<file path="src/rtl/led_driver_pkg.sv">
// Shared definitions for the MAX7219 matrix driver: FSM states, frame size and the
// fixed init/row word table sent on every frame.
package led_driver_pkg;

   typedef enum logic [2:0] {IDLE, LOAD, SHIFT, LATCH, GAP} state_t;

   localparam int unsigned N_WORDS = 13;
   localparam int unsigned IDX_W   = 4;

   // Five register-init words followed by the eight row patterns.
   function automatic logic [15:0] frame_word(input logic [IDX_W-1:0] idx);
      case (idx)
         4'd0:    return 16'h0900;
         4'd1:    return 16'h0A08;
         4'd2:    return 16'h0B07;
         4'd3:    return 16'h0C01;
         4'd4:    return 16'h0F00;
         4'd5:    return 16'h013C;
         4'd6:    return 16'h0242;
         4'd7:    return 16'h03A5;
         4'd8:    return 16'h0481;
         4'd9:    return 16'h05A5;
         4'd10:   return 16'h0699;
         4'd11:   return 16'h0742;
         4'd12:   return 16'h083C;
         default: return '0;
      endcase
   endfunction

endpackage

</file>
<file path="src/rtl/spi_tx_word.sv">
// 16-bit MSB-first SPI serialiser, CPOL=0: SCK half-period is CLK_DIV clocks,
// MOSI updates on the falling toggle, done pulses on the final falling toggle.
module spi_tx_word #(
   parameter int unsigned CLK_DIV = 4
) (
   input  logic        clk,
   input  logic        rst_n,
   input  logic        load,
   input  logic [15:0] data,
   output logic        done,
   output logic        sck,
   output logic        mosi
);

   localparam int unsigned DIV_W = (CLK_DIV > 1) ? $clog2(CLK_DIV) : 1;
   localparam logic [DIV_W-1:0] DIV_LAST = DIV_W'(CLK_DIV - 1);

   logic             busy;
   logic [DIV_W-1:0] div;
   logic [3:0]       bit_cnt;
   logic [14:0]      shreg;
   logic             tick;

   assign tick = busy && (div == DIV_LAST);
   assign done = tick && sck && (bit_cnt == 4'd15);

   // Bit 15 goes straight to MOSI on load, so only the remaining 15 bits are held.
   always_ff @(posedge clk or negedge rst_n) begin
      if (!rst_n) begin
         busy    <= 1'b0;
         div     <= '0;
         bit_cnt <= '0;
         shreg   <= '0;
         sck     <= 1'b0;
         mosi    <= 1'b0;
      end else if (load) begin
         busy    <= 1'b1;
         div     <= '0;
         bit_cnt <= '0;
         shreg   <= data[14:0];
         sck     <= 1'b0;
         mosi    <= data[15];
      end else if (busy) begin
         if (tick) begin
            div <= '0;
            sck <= ~sck;
            if (sck) begin
               if (bit_cnt == 4'd15) begin
                  busy <= 1'b0;
               end else begin
                  mosi    <= shreg[14];
                  shreg   <= {shreg[13:0], 1'b0};
                  bit_cnt <= bit_cnt + 4'd1;
               end
            end
         end else begin
            div <= div + 1'b1;
         end
      end
   end

endmodule

</file>
<file path="src/rtl/led_driver.sv">
// Frame sequencer for a MAX7219-style 8x8 matrix: on a start edge sends 13 words
// (5 init + 8 rows) with CS framing, then reports ready again.
module led_driver
   import led_driver_pkg::*;
#(
   parameter int unsigned CLK_DIV = 4
) (
   input  logic in_clk,
   input  logic in_rst,
   input  logic in_IR_START,
   output logic out_IR_READY,
   output logic out_LED_CLK,
   output logic out_MOSI,
   output logic out_CS
);

   localparam int unsigned DIV_W = (CLK_DIV > 1) ? $clog2(CLK_DIV) : 1;
   localparam logic [DIV_W-1:0] DIV_LAST = DIV_W'(CLK_DIV - 1);
   localparam logic [IDX_W-1:0] LAST_IDX = IDX_W'(N_WORDS - 1);

   state_t           state, state_nxt;
   logic [IDX_W-1:0] word_idx, idx_nxt;
   logic [DIV_W-1:0] cnt, cnt_nxt;
   logic             cs_q, cs_nxt;
   logic             ready_q, ready_nxt;
   logic             start_prev;
   logic             start_pulse;
   logic             tx_load, tx_done, tx_sck, tx_mosi;

   assign start_pulse = in_IR_START & ~start_prev;

   spi_tx_word #(.CLK_DIV(CLK_DIV)) u_tx (
      .clk   (in_clk),
      .rst_n (in_rst),
      .load  (tx_load),
      .data  (frame_word(word_idx)),
      .done  (tx_done),
      .sck   (tx_sck),
      .mosi  (tx_mosi)
   );

   always_ff @(posedge in_clk or negedge in_rst) begin
      if (!in_rst) begin
         state      <= IDLE;
         word_idx   <= '0;
         cnt        <= '0;
         cs_q       <= 1'b1;
         ready_q    <= 1'b1;
         start_prev <= 1'b0;
      end else begin
         state      <= state_nxt;
         word_idx   <= idx_nxt;
         cnt        <= cnt_nxt;
         cs_q       <= cs_nxt;
         ready_q    <= ready_nxt;
         start_prev <= in_IR_START;
      end
   end

   // CS drops on entry to LOAD so the inter-word high time is exactly the GAP length.
   always_comb begin
      state_nxt = state;
      idx_nxt   = word_idx;
      cnt_nxt   = cnt;
      cs_nxt    = cs_q;
      ready_nxt = ready_q;
      tx_load   = 1'b0;
      case (state)
         IDLE: begin
            if (start_pulse) begin
               state_nxt = LOAD;
               idx_nxt   = '0;
               ready_nxt = 1'b0;
               cs_nxt    = 1'b0;
            end
         end
         LOAD: begin
            tx_load   = 1'b1;
            cnt_nxt   = '0;
            state_nxt = SHIFT;
         end
         SHIFT: begin
            if (tx_done) begin
               cnt_nxt   = '0;
               state_nxt = LATCH;
            end
         end
         LATCH: begin
            if (cnt == DIV_LAST) begin
               cnt_nxt   = '0;
               cs_nxt    = 1'b1;
               state_nxt = GAP;
            end else begin
               cnt_nxt = cnt + 1'b1;
            end
         end
         GAP: begin
            if (cnt == DIV_LAST) begin
               cnt_nxt = '0;
               if (word_idx == LAST_IDX) begin
                  state_nxt = IDLE;
                  ready_nxt = 1'b1;
               end else begin
                  idx_nxt   = word_idx + 1'b1;
                  cs_nxt    = 1'b0;
                  state_nxt = LOAD;
               end
            end else begin
               cnt_nxt = cnt + 1'b1;
            end
         end
         default: state_nxt = IDLE;
      endcase
   end

   assign out_IR_READY = ready_q;
   assign out_CS       = cs_q;
   assign out_LED_CLK  = tx_sck;
   assign out_MOSI     = tx_mosi & ~cs_q;

endmodule

</file>
<file path="config.mk">
export PLATFORM = sky130hd
export DESIGN_NAME = led_driver
export DESIGN_NICKNAME = d
export VERILOG_FILES = /design/src/rtl/led_driver_pkg.sv /design/src/rtl/spi_tx_word.sv /design/src/rtl/led_driver.sv
export SDC_FILE = /design/constraint.sdc
export NUM_CORES = 1
export LEC_CHECK = 0
export CORE_ASPECT_RATIO = 0.75
export CORE_MARGIN = 1.5
export CORE_UTILIZATION = 45
export DETAILED_ROUTE_END_ITERATION = 7
export PLACE_DENSITY_LB_ADDON = 0.25
export SKIP_LAST_GASP = 1
export SYNTH_ARGS = -nofsm -noshare
export SYNTH_HDL_FRONTEND = slang
export SYNTH_SLANG_ARGS = --single-unit
</file>
<file path="constraint.sdc">
create_clock -name in_clk -period 4.09 [get_ports in_clk]
set_clock_uncertainty 0.05 [all_clocks]
set_input_delay 0.818 -clock in_clk [delete_from_list [all_inputs] [get_ports in_clk]]
set_output_delay 0.818 -clock in_clk [all_outputs]
set_load 0.01 [all_outputs]
</file>
After elaboration in Yosys (flattened, before gate mapping) --
Memories as Yosys holds them, arrays and structs flattened. Cells that the tools add are included.
Operators by class: add/sub/neg operators 4, multiply operators 0, div/mod/pow operators 0, order comparisons 0, equality and inequality tests 15, shift operators 0, multiplexer cells 48, bitwise operators 5, reductions and logical operators 18
Operators by type and width (count):
- 15-bit 2-to-1 mux | 5
- 4-bit 2-to-1 mux | 8
- 1-bit 2-to-1 mux | 21
- 4-bit AND reduction | 4
- 3-bit one-hot mux with 5 select lines | 1
- 2-bit != test (second input constant) | 7
- 3-bit 2-to-1 mux | 4
- 2-bit 2-to-1 mux | 5
- 4-bit by 1-bit adder with 4-bit output (second input constant) | 2
- 4-bit == test (second input constant) | 2
- 4-bit one-hot mux with 2 select lines | 1
- 2-bit nonzero test | 4
- 3-bit by 2-bit == test with 1-bit output (second input constant) | 2
- 2-bit one-hot mux with 3 select lines | 1
- 3-bit nonzero test | 2
- 5-bit AND reduction | 1
- 2-bit by 1-bit adder with 2-bit output (second input constant) | 2
- 2-bit == test (second input constant) | 2
- 2-bit AND reduction | 2
- 3-bit by 1-bit == test with 1-bit output (second input constant) | 1
- 3-bit == test (second input constant) | 1
- 1-bit logical AND | 3
- 3-bit logical NOT | 1
- 1-bit NOT | 3
- 4 further kinds | 5
Storage, ports and cells: register bits after elaboration 36, latch bits 0, memory bits (writable) 0, bits in read-only memories 192, input bits 3, output and inout bits 4, logic and storage cells 103, memories kept 1
Memories:
- (name not given) | words 16, width 12, rd ports 1, clocked after Yosys merged registers in 0, write ports 0, RTL line led_driver_pkg.sv:12 | case (idx)

Logic depth before layout (Yosys ltp) --
Gate-level depths: netlist of run 1.
depth in word-level cells 6, mapped depth 8, depth with buffers taken out 6

Hierarchy --
A second synthesis of run 1 with hierarchy kept.
Second synthesis, totals: cell total of the unflattened synthesis 226, area total of the unflattened synthesis 2143.3 um2
By module, submodules not included:
- spi_tx_word | instances 1, cells an instance 113, area each 1174.9 um2, seq. area each 600.6 um2
- led_driver | instances 1, cells an instance 113, area each 968.4 um2, seq. area each 302.8 um2

Least setup slack after synthesis of run 1 --
OpenSTA, ideal clock, no wires.
path type in2reg, start in in_IR_START, end reg word_idx[0], setup time 69 ps, arrival time 1720 ps, data required time 3971 ps, path slack 2251 ps, cell stages on the path 4, path buffers 0, path through or3b_4 > a2111oi_4 > nand4_1 > nand3_1
Between the ends: cells in the longest elaborated chain, start to end 3
RTL lines:
- start, declared | RTL line led_driver.sv:10 | input logic in_IR_START,
- 1-bit AND | RTL line led_driver.sv:30 | assign start_pulse = in_IR_START & ~start_prev;
- 2-bit != test (no source line)
- 4-bit AND reduction (no source line)
- end signal, assigned | RTL line led_driver.sv:52 | word_idx <= idx_nxt;
- end, declared | RTL line led_driver.sv:22 | logic [IDX_W-1:0] word_idx, idx_nxt;
No other way between the ends. A chain may end at the register's enable or synchronous reset.

Worst setup path in the final report of run 1 --
start reg cs_q (netlist: out_CS), end out out_CS
RTL lines:
- start, declared | RTL line led_driver.sv:24 | logic cs_q, cs_nxt;
- start signal, assigned | RTL line led_driver.sv:54 | cs_q <= cs_nxt;
- end, declared | RTL line led_driver.sv:14 | output logic out_CS
No word-level cell between the ends.

==> results.cfg, run 1 <==
[power]
powerDensity_nw_per_um2 = 618
p_leak_nw = 0.970
peakVddDrop_uv = 224

[timing]
grt_setup_unrepaired = false
hold_ws_ns = 0.470
min_period_ns = 2.25
setup_tns_ns = 0
period_share_pct = 55.1
hold_violations = 0
relSlewSlack_pct = 46.1
setup_viol = 0
max_freq_ghz = 0.444
worst_slew_pin_slew_ns = 0.809
slew_viol_final = 0

[hold_path]
hold_end = u_tx.shreg[12]
worstHoldStart = u_tx.shreg[11]
whs_path_depth = 2
hold_class = flip-flop to flip-flop

[worst_setup_path]
reg2reg_depth = 4
r2r_slack_ns = 1.92
r2r_end = u_tx.shreg[2]
worstSetupPathType = flip-flop to primary output
worst-path-stages = 1
critPathSlowestCell = dfstp_2
r2r_start = state[2]
cp_data_required_time_ns = 3.22
critical_path.max_stage_delay_ns = 0.56
cp_cell_sequence = clkdlybuf4s50_1
start_kind = flip-flop
cp_max_fo = 3
crit_buf_inv = 1
crit_path_end_kind = primary output
cp.arrival_ns = 1.38
crit_family = flip-flops

[clocking]
clockBufferDepth = 2
cts-root-buf = clkbuf_8
h-tree-depth = 2
cts_tree = yes
ctsResizeCount = 0
postCtsSetupBuffers = 0
numCtsBuffers = 5
clk_pin_slew_ns = 0.07
clock_sinks = 36
clock_latency_ns = 0.30
ctsHoldBuffers = 0

[floorplanning]
fp.dieH_um = 61.9
core_area_um2 = 4440
rows = 21
dieArea_um2 = 5040
ioPinCount = 7
floorplan.initialDensity_pct = 46.8
die_w_um = 81.5

[placement]
gp_congestion = 0.770
hpwl_um = 2660
place_inst = 270
port_buffers = 6

[detailed_routing]
num_vias = 1551
wire_per_inst_um = 14.4
routed_via_density = 5.58
drc = 0
ant_nets = 0
wl_um = 4010
drt-initial-drc-count = 88
first_pass_iters = 4

[synthesis]
seq_area_frac_synth_pct = 43.4
synth_fp_nets = 236
ys_warn_count = 0
synth-main-ff-cell = dfrtp_1
synth_area_leader_cell = dfrtp_1
ys_ff_latch = 36
ys_top_cells_by_area = dfrtp_1 (41%), ha_1 (7.2%), nand2_1 (6.5%)
syn_inst = 221
synth_commonest_cells = nand2_1 (36), dfrtp_1 (34), nor2_1 (17)
avgSynthCellArea_um2 = 9.41
ys_types = 43
synthesis.area_um2 = 2080
synth_enable_flop_cells = 0
synth-async-reset-ratio_pct = 100
synth_most_common_cell = nand2_1
synth_top_area_share_pct = 40.9

[cells_and_area]
layout-drive-gt1-share_pct = 8.14
final_nets = 235
final_cells = 278
diodes = 0
fin_util_pct = 50.6
area_growth_pct = 8.06

[grt]
overflow = 0
grt_max_degree = 37
antenna_found_initial = 0
grtUsageTotal_pct = 18.6
grt_pass1_wl_um = 6840
grt_pass1_vias = 1422

[run_status]
outcome = finished, final reports clean

[run]
max-cap-violations = 0
[metrics by stage]
stage | area [µm²] | total power [mW] | setup slack [ns]
finish | 2250 | 1.39 | 1.84
global route | 2250 | 1.50 | 1.69
CTS | 2250 | 1.40 | 1.82
detailed placement | 2120 | 1.05 | 1.60
global placement | 2120 | 1.03 | 1.68
floorplan | 2080 | 0.945 | 2.25
[state kept, by name (all words and copies together) (netlist names)]
| name | cells |
|---|---|
| u_tx.shreg | 15 |
| u_tx.bit_cnt | 4 |
| word_idx | 4 |
| state | 3 |
| cnt | 2 |
| u_tx.div | 2 |
| out_CS | 1 |
| out_IR_READY | 1 |
| start_prev | 1 |
| u_tx.busy | 1 |
| u_tx.mosi | 1 |
| u_tx.sck | 1 |
[how the worst max path moves through the flow]
stage	from	endpoint	slack, ns
2_1_floorplan	in_IR_START	word_idx[0]	2.25
3_3_place_gp	in_IR_START	word_idx[0]	1.68
3_5_place_dp	in_IR_START	word_idx[0]	1.60
4_1_cts	out_CS	out_CS	1.82
5_1_grt	state[2]	u_tx.shreg[2]	1.69
6_report	out_CS	out_CS	1.84
[placed cells by master (no fill, tap or decap), types with 6 or more instances in the layout]
cell and n:
a21oi_1 10, nor2_1 17, mux2i_1 13, nand2_1 36
dfrtp_1 34, a31oi_1 10, inv_1 6, o21ai_0 7
nand3_1 9, clkbuf_8 7, ha_1 12
[power breakdown]
part | total, mW | internal, mW | switching, mW
Combinational | 0.444 | 0.205 | 0.238
Clock | 0.348 | 0.215 | 0.133
Sequential | 0.596 | 0.480 | 0.116
[per-layer routing]
| metal | wire length (µm) | global-route usage, % | up-vias | share of wire, % |
|---|---|---|---|---|
| met2 | 1680 | 27.6 | 20 | 42 |
| met5 | 0 | 0 | - | 0 |
| met3 | 171 | 7.01 | 6 | 4.3 |
| li1 | - | - | 774 | - |
| met4 | 62 | 6.16 | 0 | 1.5 |
| met1 | 2090 | 25.3 | 751 | 52 |
[logic make-up (layout without fill, tap and decap cells)]
kind of cell	after synthesis	count (layout)	synth area share (%)
adder cells (fa/ha/maj)	12	12	7.22
flip-flops	36	36	43.4
XOR/XNOR	4	4	1.69
buffers and inverters	22	22	5.53
multiplexers	14	14	6.80
AND/OR/NAND/NOR	85	85	19.0
AO/OA/AOI/OAI	48	48	16.3
[layout make-up]
cell class / count / area, µm²
inverter: 8 / 30.0
clock inverter: 1 / 30.0
sequential: 36 / 903
fill: 421 / 2190
tap: 57 / 71.3
clock buffer: 7 / 96.3
multi-input combinational: 163 / 1060
timing repair buffer: 6 / 55.1
(Power assumes the default switching activity.)
==> inputs of run 2 (changes only) <==
==> constraint.sdc (replaced) <==
create_clock -name in_clk -period 2 [get_ports in_clk]
set_clock_uncertainty 0.05 [all_clocks]
set_input_delay 0.4 -clock in_clk [delete_from_list [all_inputs] [get_ports in_clk]]
set_output_delay 0.4 -clock in_clk [all_outputs]
set_load 0.01 [all_outputs]
==> results.cfg, run 2 (same netlist as run 1, synthesis figures left out) <==
[power]
peakVddDrop_uv = 533
p_leak_nw = 1.02
p_sw_share_pct = 36.7
clock_power_share_pct = 19.6
intPower_mw = 1.75
powerDensity_nw_per_um2 = 1190
combPwrFrac_pct = 38.0
switchingPower_mw = 1.01
pwr-share-seq_pct = 42.4
power_mw = 2.76

[clocking]
h-tree-depth = 2
cts_tree = yes
numCtsBuffers = 5
cts-root-buf = clkbuf_8
clock_sinks = 36
clockBufferDepth = 2
ctsHoldBuffers = 0
ctsResizeCount = 0
clock_latency_ns = 0.28
clk_pin_slew_ns = 0.07
postCtsSetupBuffers = 0

[detailed_routing]
num_vias = 1628
wl_um = 4260
drc = 0
drt-initial-drc-count = 87
wire_per_inst_um = 14.6
routed_via_density = 5.58
first_pass_iters = 4
ant_nets = 0

[worst_setup_path]
cp.arrival_ns = 1.37
critical_path.max_stage_delay_ns = 0.55
crit_family = flip-flops
cp_max_fo = 3
crit_buf_inv = 1
cp_cell_sequence = clkdlybuf4s50_1
worstSetupPathType = flip-flop to primary output
cp_data_required_time_ns = 1.55
crit_path_end_kind = primary output
start_kind = flip-flop
critPathSlowestCell = dfstp_2

[floorplanning]
floorplan.initialDensity_pct = 46.8
ioPinCount = 7
fp.dieH_um = 61.9
dieArea_um2 = 5040
core_area_um2 = 4440
die_w_um = 81.5
rows = 21

[cells_and_area]
area_growth_pct = 11.6
largest-register = u_tx.shreg
layout_common_cells = nand2_1 (36), dfrtp_1 (34), nor2_1 (17), buf_4 (14), mux2i_1 (13)
largest_register_ffs = 15
fillers = 423
layout-drive-gt1-share_pct = 13.2
reg.largest.list = u_tx.shreg: 15 flops, u_tx.bit_cnt: 4 flops, word_idx: 4 flops
final_area_um2 = 2320
fin_util_pct = 52.2
final_common_cell = nand2_1
final_cells = 292
final_nets = 249
diodes = 0

[placement]
post-place-ws_ns = 0.0127
dpl-instance-area_um2 = 2230
hpwl_um = 3060
port_buffers = 6
gp_congestion = 0.847
place_inst = 284

[grt]
grt_pass1_wl_um = 7220
grtUsageTotal_pct = 19.0
grt_max_degree = 37
antenna_found_initial = 0
overflow = 0
grt_pass1_vias = 1533

[timing]
min_period_ns = 1.82
setup_viol = 0
fin_ws_ns = 0.183
relSlewSlack_pct = 69.4
setup_tns_ns = 0
hold_violations = 0
slew_viol_final = 0
worst_slew_pin_slew_ns = 0.459
grt_setup_unrepaired = false
period_share_pct = 90.9
max_freq_ghz = 0.550
hold_ws_ns = 0.0997

[run]
max-cap-violations = 0

[hold_path]
hold_class = input port to asynchronous set/reset pin

[run_status]
outcome = finished, final reports clean
run 2: final cells by class:
class                   count  area, µm²  share of cell area [%]
clock inverters             1       7.51                   0.324
inverters                   8       30.0                    1.29
multi-input cells         163       1060                    45.7
clock buffers               7       86.3                    3.72
flip-flops and latches     36        903                    38.9
repair buffers             20        160                    6.90
well taps                  57       71.3                    3.07
run 2: power by group through the flow:
stage | combinational, mW | clock (mW) | sequential [mW]
finish | 1.05 | 0.542 | 1.17
global route | 1.20 | 0.601 | 1.20
CTS | 1.06 | 0.564 | 1.17
detailed placement | 1.06 | 0 | 1.18
global placement | 1.03 | 0 | 1.17
floorplan | 0.783 | 0 | 1.15
run 2: worst paths after layout:
path	end	start	depth (start not counted)	slack, ns
worst max-delay path	out_CS	out_CS	1	0.18
min in group in_clk	u_tx.shreg[0]	u_tx.shreg[0]	2	0.46
worst min-delay path	cnt[1]	in_rst	2	0.1
worst min register to register	u_tx.shreg[0]	u_tx.shreg[0]	2	0.46
worst max register to register	word_idx[3]	state[2]	5	0.26
max in group asynchronous	out_IR_READY	in_rst	2	1.45
run 2: per-layer routing:
metal | vias to the layer above | GRT usage [%] | part of all wire, %
met5 | - | 0 | 0
met4 | 0 | 4.43 | 0.59
met3 | 4 | 5.11 | 4.7
met2 | 39 | 29.9 | 42
met1 | 785 | 26.3 | 52
li1 | 800 | - | -
==> inputs of run 3 (changes only) <==
--- a/config.mk
+++ b/config.mk
@@ -7,7 +7,7 @@
 export LEC_CHECK = 0
 export CORE_ASPECT_RATIO = 0.75
 export CORE_MARGIN = 1.5
-export CORE_UTILIZATION = 45
+export CORE_UTILIZATION = 55
 export DETAILED_ROUTE_END_ITERATION = 7
 export PLACE_DENSITY_LB_ADDON = 0.25
 export SKIP_LAST_GASP = 1
==> results.cfg, run 3 (same netlist as run 1, synthesis figures left out) <==
[detailed_routing]
num_vias = 1660
wl_um = 4020
wire_per_inst_um = 14.0
drc = 0
first_pass_iters = 4
routed_via_density = 5.80
ant_nets = 0
drt-initial-drc-count = 138

[timing]
hold_ws_ns = 0.470
relSlewSlack_pct = 69.9
grt_setup_unrepaired = false
period_share_pct = 91.5
slew_viol_final = 0
max_freq_ghz = 0.546
setup_viol = 0
setup_tns_ns = 0
worst_slew_pin_slew_ns = 0.451
hold_violations = 0
min_period_ns = 1.83

[clocking]
ctsResizeCount = 0
clockBufferDepth = 2
cts-root-buf = clkbuf_8
ctsHoldBuffers = 0
clk_pin_slew_ns = 0.07
postCtsSetupBuffers = 0
clock_latency_ns = 0.29
cts_tree = yes
numCtsBuffers = 5
h-tree-depth = 2
clock_sinks = 36

[worst_setup_path]
r2r_start = u_tx.div[0]
cp.arrival_ns = 1.38
worstSetupPathType = flip-flop to primary output
cp_max_fo = 3
cp_cell_sequence = clkdlybuf4s50_1
critical_path.max_stage_delay_ns = 0.56
crit_buf_inv = 1
r2r_slack_ns = 0.21
r2r_end = u_tx.shreg[7]
cp_data_required_time_ns = 1.55
critPathSlowestCell = dfstp_2
start_kind = flip-flop
reg2reg_depth = 6
crit_path_end_kind = primary output
crit_family = flip-flops

[cells_and_area]
final_common_cell = nand2_1
final_area_um2 = 2310
final_nets = 248
fillers = 309
diodes = 0
largest-register = u_tx.shreg
area_growth_pct = 11.1
largest_register_ffs = 15
layout-drive-gt1-share_pct = 12.4
reg.largest.list = u_tx.shreg: 15 flops, u_tx.bit_cnt: 4 flops, word_idx: 4 flops
layout_common_cells = nand2_1 (36), dfrtp_1 (34), nor2_1 (17), mux2i_1 (13), buf_4 (13)

[grt]
antenna_found_initial = 0
grt_max_degree = 37
grt_pass1_vias = 1568
grt_pass1_wl_um = 6940
overflow = 0
grtUsageTotal_pct = 22.0

[floorplanning]
fp.dieH_um = 56.3
die_w_um = 74
core_area_um2 = 3640
floorplan.initialDensity_pct = 57.2
rows = 19
ioPinCount = 7
dieArea_um2 = 4160

[hold_path]
hold_class = input port to asynchronous set/reset pin

[power]
powerDensity_nw_per_um2 = 1190
p_sw_share_pct = 36.4
p_leak_nw = 1.02
combPwrFrac_pct = 36.9
pwr-share-seq_pct = 43.5
intPower_mw = 1.74
switchingPower_uw = 998
clock_power_share_pct = 19.5
peakVddDrop_uv = 620
power_mw = 2.74

[run]
max-cap-violations = 0

[placement]
port_buffers = 6
dpl-instance-area_um2 = 2220
hpwl_um = 2900
gp_congestion = 0.891

[run_status]
outcome = finished, final reports clean
==> run 3: worst max path at each step <==
stage / start / to / slack [ns] / cells past startpoint
detailed placement: in_IR_START / word_idx[0] / -0.01 / 5
floorplan: word_idx[0] / word_idx[3] / 0.34 / 6
finish: out_CS / out_CS / 0.17 / 1
CTS: out_CS / out_CS / 0.16 / 1
global route: u_tx.div[0] / u_tx.shreg[7] / 0.01 / 6
global placement: in_IR_START / word_idx[0] / 0.02 / 5
==> run 3: final cells by class <==
cell class	count	area (µm²)	share of cell area [%]
Clock buffer	7	86.3	3.74
Clock inverter	1	7.51	0.325
Inverter	8	30.0	1.30
Multi-Input combinational cell	163	1060	45.9
Sequential cell	36	903	39.1
Tap cell	52	65.1	2.82
Timing Repair Buffer	19	158	6.82
==> run 3: routing by layer <==
metal	track usage [%]	wire length, µm	up-vias
li1	-	-	806
met1	29.8	1880	804
met2	33.4	1870	42
met3	5.21	191	8
met4	10.1	72	0
met5	0	0	-
==> run 3: power by group through the flow <==
stage / clock [mW] / sequential (mW) / combinational (mW)
after detailed placement: 0 / 1.20 / 1.01
final: 0.536 / 1.19 / 1.01
after global routing: 0.579 / 1.22 / 1.14
after global placement: 0 / 1.19 / 0.964
after CTS: 0.549 / 1.19 / 1.02
after floorplan: 0 / 1.15 / 0.783
==> run 3: through the flow <==
| step | cells | utilization (%) | setup slack, ns |
|---|---|---|---|
| after floorplan | 221 | - | 0.338 |
| after global placement | 278 | 61.0 | 0.0242 |
| after detailed placement | 278 | 61.0 | -0.0120 |
| after CTS | 286 | 63.5 | 0.163 |
| after global routing | 286 | 63.5 | 0.0111 |
| final | 286 | 63.5 | 0.170 |
==> run 3: worst reg2reg max path: stages (launching register included) <==
cell and delay (ns):
dfrtp_1 0.38, ha_1 0.20, and3_1 0.24, and2_1 0.40, buf_4 0.23, nand2_1 0.06
a31oi_1 0.16
